### src/rtl/pwm_symbol_framer.sv
// pwm_symbol_framer
// -----------------
// Frames the decoded symbol stream coming out of the PWM symbol decoder.
// It hunts for a run of SYNC_SYMBOL values, reads a signed length header,
// buffers the payload in a FIFO and compares a mod-256 checksum. Payload is
// written at a speculative write pointer. It only becomes visible to the
// reader once the checksum matches and the committed pointer catches up.
//
// Ports
//   clock        system clock
//   reset        synchronous, active-high reset
//   symbol_in    signed decoded symbol (negative values are decoder erasures)
//   symbol_valid one-cycle strobe qualifying symbol_in
//   out_symbol   payload symbol at the FIFO head (0 while out_valid is low)
//   out_valid    a committed symbol is available at the head
//   out_ready    consumer accepts the head symbol this cycle
//   out_last     head symbol is the final symbol of its frame
//   frame_ok     one-cycle pulse, frame committed
//   frame_err    one-cycle pulse, frame discarded
//   err_code     0 bad length, 1 no room, 2 bad checksum, 3 abort
//   sync_locked  high whenever the framer is not hunting for the preamble
module pwm_symbol_framer #(
    parameter logic signed [7:0] SYNC_SYMBOL = 8'sd0,
    parameter int                SYNC_LEN    = 3,
    parameter int                MAX_LEN     = 16,
    parameter int                FIFO_DEPTH  = 32,
    parameter int                TIMEOUT     = 4096
) (
    input  logic              clock,
    input  logic              reset,
    input  logic signed [7:0] symbol_in,
    input  logic              symbol_valid,
    output logic        [7:0] out_symbol,
    output logic              out_valid,
    input  logic              out_ready,
    output logic              out_last,
    output logic              frame_ok,
    output logic              frame_err,
    output logic        [1:0] err_code,
    output logic              sync_locked
);

    localparam int AW = $clog2(FIFO_DEPTH);
    localparam int PW = AW + 1;
    localparam int SW = $clog2(SYNC_LEN + 1);
    localparam int TW = $clog2(TIMEOUT + 1);
    localparam logic signed [7:0] MAX_LEN_S = 8'(MAX_LEN);

    typedef enum logic [1:0] {
        HUNT,
        LEN,
        PAYLOAD,
        CHK
    } state_t;

    state_t          state_q, state_d;
    logic [SW-1:0]   sync_cnt_q, sync_cnt_d;
    logic [7:0]      len_q, len_d;
    logic [7:0]      cnt_q, cnt_d;
    logic [7:0]      csum_q, csum_d;
    logic [PW-1:0]   spec_wr_q, spec_wr_d;
    logic [PW-1:0]   commit_wr_q, commit_wr_d;
    logic [PW-1:0]   rd_ptr_q, rd_ptr_d;
    logic [TW-1:0]   idle_q, idle_d;
    logic            frame_ok_q, frame_ok_d;
    logic            frame_err_q, frame_err_d;
    logic [1:0]      err_code_q, err_code_d;

    logic [7:0]      mem_sym_q  [FIFO_DEPTH];
    logic            mem_last_q [FIFO_DEPTH];

    logic            wr_en;
    logic            wr_last;
    logic [PW-1:0]   free_space;
    logic            timeout_hit;
    logic            is_sync;
    logic            pay_last;

    // Reader side: the head is only exposed once committed. Data and last
    // are forced to 0 when empty so the outputs stay quiet after reset.
    assign out_valid   = (rd_ptr_q != commit_wr_q);
    assign out_symbol  = out_valid ? mem_sym_q[rd_ptr_q[AW-1:0]] : 8'h00;
    assign out_last    = out_valid ? mem_last_q[rd_ptr_q[AW-1:0]] : 1'b0;
    assign frame_ok    = frame_ok_q;
    assign frame_err   = frame_err_q;
    assign err_code    = err_code_q;
    assign sync_locked = (state_q != HUNT);

    // A read in the header cycle is deliberately not credited: rd_ptr_q is
    // the pre-edge value.
    assign free_space  = PW'(FIFO_DEPTH) - (spec_wr_q - rd_ptr_q);
    assign is_sync     = (symbol_in == SYNC_SYMBOL);
    assign pay_last    = ((cnt_q + 8'd1) == len_q);

    // The abort fires on the TIMEOUT-th consecutive idle cycle. A symbol
    // arriving in that same cycle is accepted instead.
    assign timeout_hit = (state_q != HUNT) && !symbol_valid &&
                         (idle_q == TW'(TIMEOUT - 1));

    // Next-state and datapath decisions for the frame parser.
    always_comb begin
        state_d     = state_q;
        sync_cnt_d  = sync_cnt_q;
        len_d       = len_q;
        cnt_d       = cnt_q;
        csum_d      = csum_q;
        spec_wr_d   = spec_wr_q;
        commit_wr_d = commit_wr_q;
        rd_ptr_d    = rd_ptr_q + PW'(out_valid && out_ready);
        idle_d      = (state_q == HUNT || symbol_valid) ? '0 : idle_q + TW'(1);
        frame_ok_d  = 1'b0;
        frame_err_d = 1'b0;
        err_code_d  = 2'd0;
        wr_en       = 1'b0;
        wr_last     = 1'b0;

        if (timeout_hit) begin
            spec_wr_d   = commit_wr_q;
            frame_err_d = 1'b1;
            err_code_d  = 2'd3;
            state_d     = HUNT;
        end else if (symbol_valid) begin
            case (state_q)
                HUNT: begin
                    if (!is_sync) begin
                        sync_cnt_d = '0;
                    end else if (sync_cnt_q == SW'(SYNC_LEN - 1)) begin
                        sync_cnt_d = '0;
                        state_d    = LEN;
                    end else begin
                        sync_cnt_d = sync_cnt_q + SW'(1);
                    end
                end
                LEN: begin
                    // Extra preamble symbols are skipped here.
                    if (!is_sync) begin
                        if (symbol_in < 8'sd1 || symbol_in > MAX_LEN_S) begin
                            frame_err_d = 1'b1;
                            err_code_d  = 2'd0;
                            state_d     = HUNT;
                        end else if (int'(symbol_in) > int'(free_space)) begin
                            frame_err_d = 1'b1;
                            err_code_d  = 2'd1;
                            state_d     = HUNT;
                        end else begin
                            len_d   = $unsigned(symbol_in);
                            cnt_d   = 8'd0;
                            csum_d  = 8'd0;
                            state_d = PAYLOAD;
                        end
                    end
                end
                PAYLOAD: begin
                    if (symbol_in[7]) begin
                        spec_wr_d   = commit_wr_q;
                        frame_err_d = 1'b1;
                        err_code_d  = 2'd3;
                        state_d     = HUNT;
                    end else begin
                        wr_en     = 1'b1;
                        wr_last   = pay_last;
                        spec_wr_d = spec_wr_q + PW'(1);
                        csum_d    = csum_q + $unsigned(symbol_in);
                        cnt_d     = cnt_q + 8'd1;
                        if (pay_last) begin
                            state_d = CHK;
                        end
                    end
                end
                CHK: begin
                    if (symbol_in[7]) begin
                        spec_wr_d   = commit_wr_q;
                        frame_err_d = 1'b1;
                        err_code_d  = 2'd3;
                    end else if ($unsigned(symbol_in) == csum_q) begin
                        commit_wr_d = spec_wr_q;
                        frame_ok_d  = 1'b1;
                    end else begin
                        spec_wr_d   = commit_wr_q;
                        frame_err_d = 1'b1;
                        err_code_d  = 2'd2;
                    end
                    state_d = HUNT;
                end
                default: state_d = HUNT;
            endcase
        end
    end

    // State and pointer registers. Reset flushes committed data too and
    // raises no error pulse.
    always_ff @(posedge clock) begin
        if (reset) begin
            state_q     <= HUNT;
            sync_cnt_q  <= '0;
            len_q       <= '0;
            cnt_q       <= '0;
            csum_q      <= '0;
            spec_wr_q   <= '0;
            commit_wr_q <= '0;
            rd_ptr_q    <= '0;
            idle_q      <= '0;
            frame_ok_q  <= 1'b0;
            frame_err_q <= 1'b0;
            err_code_q  <= 2'd0;
        end else begin
            state_q     <= state_d;
            sync_cnt_q  <= sync_cnt_d;
            len_q       <= len_d;
            cnt_q       <= cnt_d;
            csum_q      <= csum_d;
            spec_wr_q   <= spec_wr_d;
            commit_wr_q <= commit_wr_d;
            rd_ptr_q    <= rd_ptr_d;
            idle_q      <= idle_d;
            frame_ok_q  <= frame_ok_d;
            frame_err_q <= frame_err_d;
            err_code_q  <= err_code_d;
        end
    end

    // Payload storage. It is not reset: emptiness is tracked by the pointers.
    always_ff @(posedge clock) begin
        if (wr_en) begin
            mem_sym_q[spec_wr_q[AW-1:0]]  <= $unsigned(symbol_in);
            mem_last_q[spec_wr_q[AW-1:0]] <= wr_last;
        end
    end

endmodule

### config.mk
export PLATFORM = sky130hd
export DESIGN_NAME = pwm_symbol_framer
export DESIGN_NICKNAME = d
export VERILOG_FILES = /design/src/rtl/pwm_symbol_framer.sv
export SDC_FILE = /design/constraint.sdc
export NUM_CORES = 1
export LEC_CHECK = 0
export CAP_MARGIN = 20
export CORE_MARGIN = 8
export CORE_UTILIZATION = 30
export CTS_BUF_LIST = sky130_fd_sc_hd__clkbuf_2 sky130_fd_sc_hd__clkbuf_4 sky130_fd_sc_hd__clkbuf_8
export DETAILED_ROUTE_END_ITERATION = 16
export DONT_BUFFER_PORTS = 1
export PLACE_DENSITY = 0.54
export REMOVE_ABC_BUFFERS = 1
export SETUP_SLACK_MARGIN = 0.05
export SKIP_LAST_GASP = 1
export SLEW_MARGIN = 10
export SYNTH_ARGS = -nofsm -noshare
export SYNTH_HDL_FRONTEND = slang
export SYNTH_SLANG_ARGS = --single-unit
export TNS_END_PERCENT = 5
### constraint.sdc
create_clock -name clock -period 10.36 [get_ports clock]
set_clock_uncertainty 0.15 [all_clocks]
set_input_delay 0.518 -clock clock [delete_from_list [all_inputs] [get_ports clock]]
set_output_delay 0.518 -clock clock [all_outputs]
set_load 0.01 [all_outputs]
# --- Word level (Yosys, flattened, before mapping) ---
# Memory sizes are Yosys's and may differ from the RTL's. A register that Yosys moved wholly into a read port is not among the register bits.
# Cells that the tools add are included.
# W data, S select, Z words.
totals:
  regBits: 63
  ramBits: 288
  inputBits: 12
  output_inout_bits: 15
  wordCells: 123
  n_memories: 2
classes:
  n_addsub: 8
  n_lt_le_gt_ge: 3
  n_eq_ne: 15
  mux: 56
  bitwise: 6
  n_reduce_logical: 21
mem_list:
  columns: ["memory", "depth", "word_bits", "read_ports", "rd_clocked_by_memory_dff", "write_ports", "line_no", "text"]
  rows:
  - ["mem_sym_q", 32, 8, 1, 1, 1, "69", "logic [7:0] mem_sym_q [FIFO_DEPTH];"]
  - ["mem_last_q", 32, 1, 1, 1, 1, "70", "logic mem_last_q [FIFO_DEPTH];"]
ops:
  columns: ["cell", "count"]
  rows:
  - ["$mux W8", 6]
  - ["$pmux W8 S2", 2]
  - ["$mux W6", 5]
  - ["$mux W2", 14]
  - ["$mux W1", 23]
  - ["$eq A8 B8 Y1", 2]
  - ["$add A13 B1 Y13 const B", 1]
  - ["$eq A13 B12 Y1 const B", 1]
  - ["$pmux W6 S2", 1]
  - ["$mux W5", 2]
  - ["$ne A2 B2 Y1 const B", 5]
  - ["$add A8 B1 Y8 const B", 1]
  - ["$add A8 B8 Y8", 1]
  - ["$gt A8 B6 Y1 const B", 1]
  - ["$gt A8 B7 Y1", 1]
  - ["$logic_not A8 Y1", 1]
  - ["$lt A8 B2 Y1 const B", 1]
  - ["$pmux W2 S4", 1]
  - ["$reduce_and A7 Y1", 1]
  - ["$add A6 B1 Y6", 1]
  - ["$add A6 B1 Y6 const B", 1]
  - ["$eq A2 B2 Y1 const B", 3]
  - ["$ne A6 B6 Y1", 1]
  - ["$not A1 Y1", 6]
  - ["20 further kinds", 27]

# --- Longest topological paths before layout ---
logic_depth:
  ltp_word: 9
  ltp_mapped: 16
  depth_no_buf: 14

# --- Least setup slack after synthesis ---
# No wires, ideal clock.
synth_path:
  kind: "register to register"
  start: "reg rd_ptr_q[0]"
  end: "reg cnt_q[4]"
  setup_ns: 0.117
  arrival_ns: 3.487
  required_ns: 10.093
  path_slack_ns: 6.605
  path_stages_with_launch: 17
  path_buffers: 2
  synth_period_minus_slack_ns: 3.755
  path_cell_list: "dfxtp_1 buf_2 buf_2 inv_1 ha_1 inv_1 ha_1 fa_1 a21o_1 a21oi_1 xnor2_1 ha_1 and4b_1 a21boi_0 o21ai_1 a21oi_1 a32o_1"
synth_via:
  elab_chain_len: 5
synth_lines:
  columns: ["element", "line_no", "text"]
  rows:
  - ["from (decl)", "63", "logic [PW-1:0] rd_ptr_q, rd_ptr_d;"]
  - ["from (signal assigned)", "214", "rd_ptr_q <= rd_ptr_d;"]
  - ["$sub A6 B6 Y6 (2 in a row)", "91", "assign free_space = PW'(FIFO_DEPTH) - (spec_wr_q - rd_ptr_q);"]
  - ["$gt A8 B7 Y1", "141", "end else if (int'(symbol_in) > int'(free_space)) begin"]
  - ["$ne A2 B2 Y1 (no line)", null, null]
  - ["$reduce_and A7 Y1 (no line)", null, null]
  - ["to (signal assigned)", "210", "cnt_q <= cnt_d;"]
  - ["to (decl)", "59", "logic [7:0] cnt_q, cnt_d;"]
# Every way passes these cells.
# A chain may end at the register's enable or synchronous reset.

# --- Final worst setup path ---
layout_path:
  start: "reg rd_ptr_q[0]"
  end: "out out_symbol[4]"
layout_via:
  elab_chain_len: 2
layout_lines:
  columns: ["element", "line_no", "text"]
  rows:
  - ["$ne A6 B6 Y1", "81", "assign out_valid = (rd_ptr_q != commit_wr_q);"]
  - ["$mux W8", "82", "assign out_symbol = out_valid ? mem_sym_q[rd_ptr_q[AW-1:0]] : 8'h00;"]
  - ["to (decl)", "33", "output logic [7:0] out_symbol,"]
# Every way passes these cells.

==> results.ini <==
[yosys]
synth_area_leaders = edfxtp_1, mux4_2, dfxtp_1
yosys_warnings = 0
synth-edff-count = 288
synth-main-ff-cell = edfxtp_1
yosysTopAreaCell = edfxtp_1
synth-seq-area-share = 0.669
yosysUniqueCellTypes = 66
netlist_instances = 895
syn_area_sq_um = 14800
yosysTopAreaCellShare = 0.584
synth_area_per_cell_sq_um = 16.6
async_flop_share = 0
ys_seq_elements = 351

[worst_setup_path]
path_class = register to output port
slowest_stage = buf_4
worstSetupStartpoint = rd_ptr_q[0]
cpPeakStageDelay_ns = 0.85
r2r-start = spec_wr_q[1]
path_max_fanout = 46
critPathArrivalTime_ns = 3.76
crit_path_end_kind = output port
crit_top_cell = mux4_2
worstPathRequired_ns = 9.69
cp-start-kind = register
crit_chain = buf_4 > mux4_2 > mux4_2 > a22o_1

[run]
max-cap-violations = 0

[place]
gp_congestion = 0.745
hpwl_mm = 21.0
port_buffers = 0

[floorplan]
fp.dieH_um = 238
die_w_um = 238
die_area_sq_um = 56800
core_area_sq_um = 48800
initial_utilization = 0.303
fp-row-count = 81
io_pins = 27

[routing]
routed_wirelength_mm = 35.7
avgViaCountPerCell = 4.93
vias = 8130
dr.pass1.iters = 5
drc_errors = 0
route.antenna.remaining_nets = 0
drt_iter0_drc = 735
wl_per_cell_um = 21.6

[final_layout]
area_delta_synth_final_pct = 14.8
fin_nets = 983
final_layout_size_suffix_gt1_frac = 0.221

[hold_path]
min_from = symbol_valid
hp-class = input pin to register

[timing]
hold_viol_final = 0
finalSetupViolCount = 0
period_share = 0.428
maxSlewHeadroom = 0.267
maxSlewViolCount = 0
rsz0062_at_grt = no
setup-tns-final_ns = 0
layout_min_cycle_time_ns = 4.43
fmaxAchievable_mhz = 226
tightest_slew_ns = 1.09

[power_and_ir_drop]
powerDensity_nw_per_um2 = 166
power_w = 0.00283
ir_drop_v = 0.0000954
leakagePower_nw = 5.21

[clock_tree]
clk_pin_slew_worst_paths_ns = 0.07
clk_latency_ns = 0.66
cts_made_buffers = 57
clock-sinks = 351
cts_root_buf = clkbuf_8
cts.htree.levels = 2
clockBufferDepth = 3
cts_setup_buffers = 0
cts_tree = done

[grt]
grtUsageTotal = 0.125
grt.overflow.total = 0
first_global_vias = 8069
antenna_found_initial = 3
grt_pass1_wl_mm = 53.4
grt_max_degree = 59

[status]
status = finished, final reports clean

-- metal layers --
metal	global-route usage	part of all wire
met4	0.0370	0.016
met1	0.179	0.46
met3	0.0279	0.067
met5	0	0
met2	0.188	0.45
-- registers in the layout, indices dropped and copies added (netlist names) --
| signal | count |
|---|---|
| state_q | 2 |
| len_q | 8 |
| frame_ok | 1 |
| idle_q | 13 |
| mem_last_q | 32 |
| frame_err | 1 |
| cnt_q | 8 |
| commit_wr_q | 6 |
| mem_sym_q | 256 |
| rd_ptr_q | 6 |
| err_code | 2 |
| spec_wr_q | 6 |
| sync_cnt_q | 2 |
| csum_q | 8 |
-- kinds of logic (layout without fill, tap and decap cells) --
kind of cell	count (synthesis)	in the layout	synth area share
compound gates	119	119	0.0568
buf+inv	61	150	0.0170
xor+xnor	39	39	0.0230
mux	96	96	0.141
fa+ha+maj	32	32	0.0280
other cells	0	1	0
flops	351	351	0.669
simple gates	197	197	0.0656
-- layout make-up --
| cell class | instances | area [sq um] |
|---|---|---|
| Clock buffer | 84 | 1010 |
| Antenna cell | 1 | 2.50 |
| Multi-Input combinational cell | 483 | 4660 |
| Fill cell | 4743 | 31800 |
| Sequential cell | 351 | 9920 |
| Clock inverter | 20 | 193 |
| Tap cell | 664 | 831 |
| Timing Repair Buffer | 25 | 328 |
| Inverter | 21 | 78.8 |
-- timing repair --
item                      CTS  global route
hold endpoints to repair  295             0
hold buffers               20             0
gates resized for setup     0             0
-- power breakdown --
part            switching, W  leakage, nW  internal [W]
clock network       0.000562        0.637      0.000701
logic              0.0000322         1.54     0.0000151
registers      0.00000000551         3.03       0.00152
-- final timing paths --
kind / to / slack [ns] / cells after the start
setup / recovery: out_symbol[4] / 5.93 / 4
hold reg to reg: len_q[5] / 0.33 / 1
hold / removal: state_q[0] / 0.06 / 3
setup reg to reg: cnt_q[4] / 6.26 / 13
-- layout by cell type, fill, tap and decap left out, drive strengths merged, types with 3 or more instances in the layout --
master         n
xnor2         22
nor3          13
buf           14
nor2b          7
nand2         27
dlygate4sd3   11
nor4           3
a31oi          4
nand4          9
or4            6
o211ai         8
bufinv         3
and2           6
o21a           4
edfxtp       288
a211o          3
clkinv        15
dfxtp         63
xor2          17
a22o          17
nor2          75
inv           23
ha            30
mux2i          6
a2111oi        3
a21o           5
or3            7
o21ai         23
nand3         28
or2            3
a21oi         29
nand3b         3
mux4          90
clkbuf        84
-- through the flow --
stage                     cell area, sq um  hold slack (ns)  worst slack [ns]  cells   util
final                                17000           0.0586              5.93   1649  0.348
after global routing                 17000           0.0389              5.65   1649  0.348
after CTS                            17000          0.00216              5.73   1648  0.348
after detailed placement             15500            0.319              6.27   1524  0.318
after global placement               15500            0.301              6.31   1524  0.318
after floorplan                      14600            0.291              4.37    855      -
-- worst max-delay path: cells and delay by family, from the launching register on --
kind                   cells  cell delay, ns
multiplexers               2            1.17
buffers and inverters      1            0.85
AO/OA/AOI/OAI              1            0.34
flip-flops                 1            0.74
-- synthesized netlist by cell type (all sizes together) (17+ instances only) --
library cell  instances
ha                   30
inv                  21
xor2                 17
edfxtp              288
clkbuf               24
nand2                27
xnor2                22
dfxtp                63
o21ai                23
nor2                 75
mux4                 90
a21oi                29
a22o                 17
nand3                28
No activity file was read; power rests on OpenSTA's default activity.
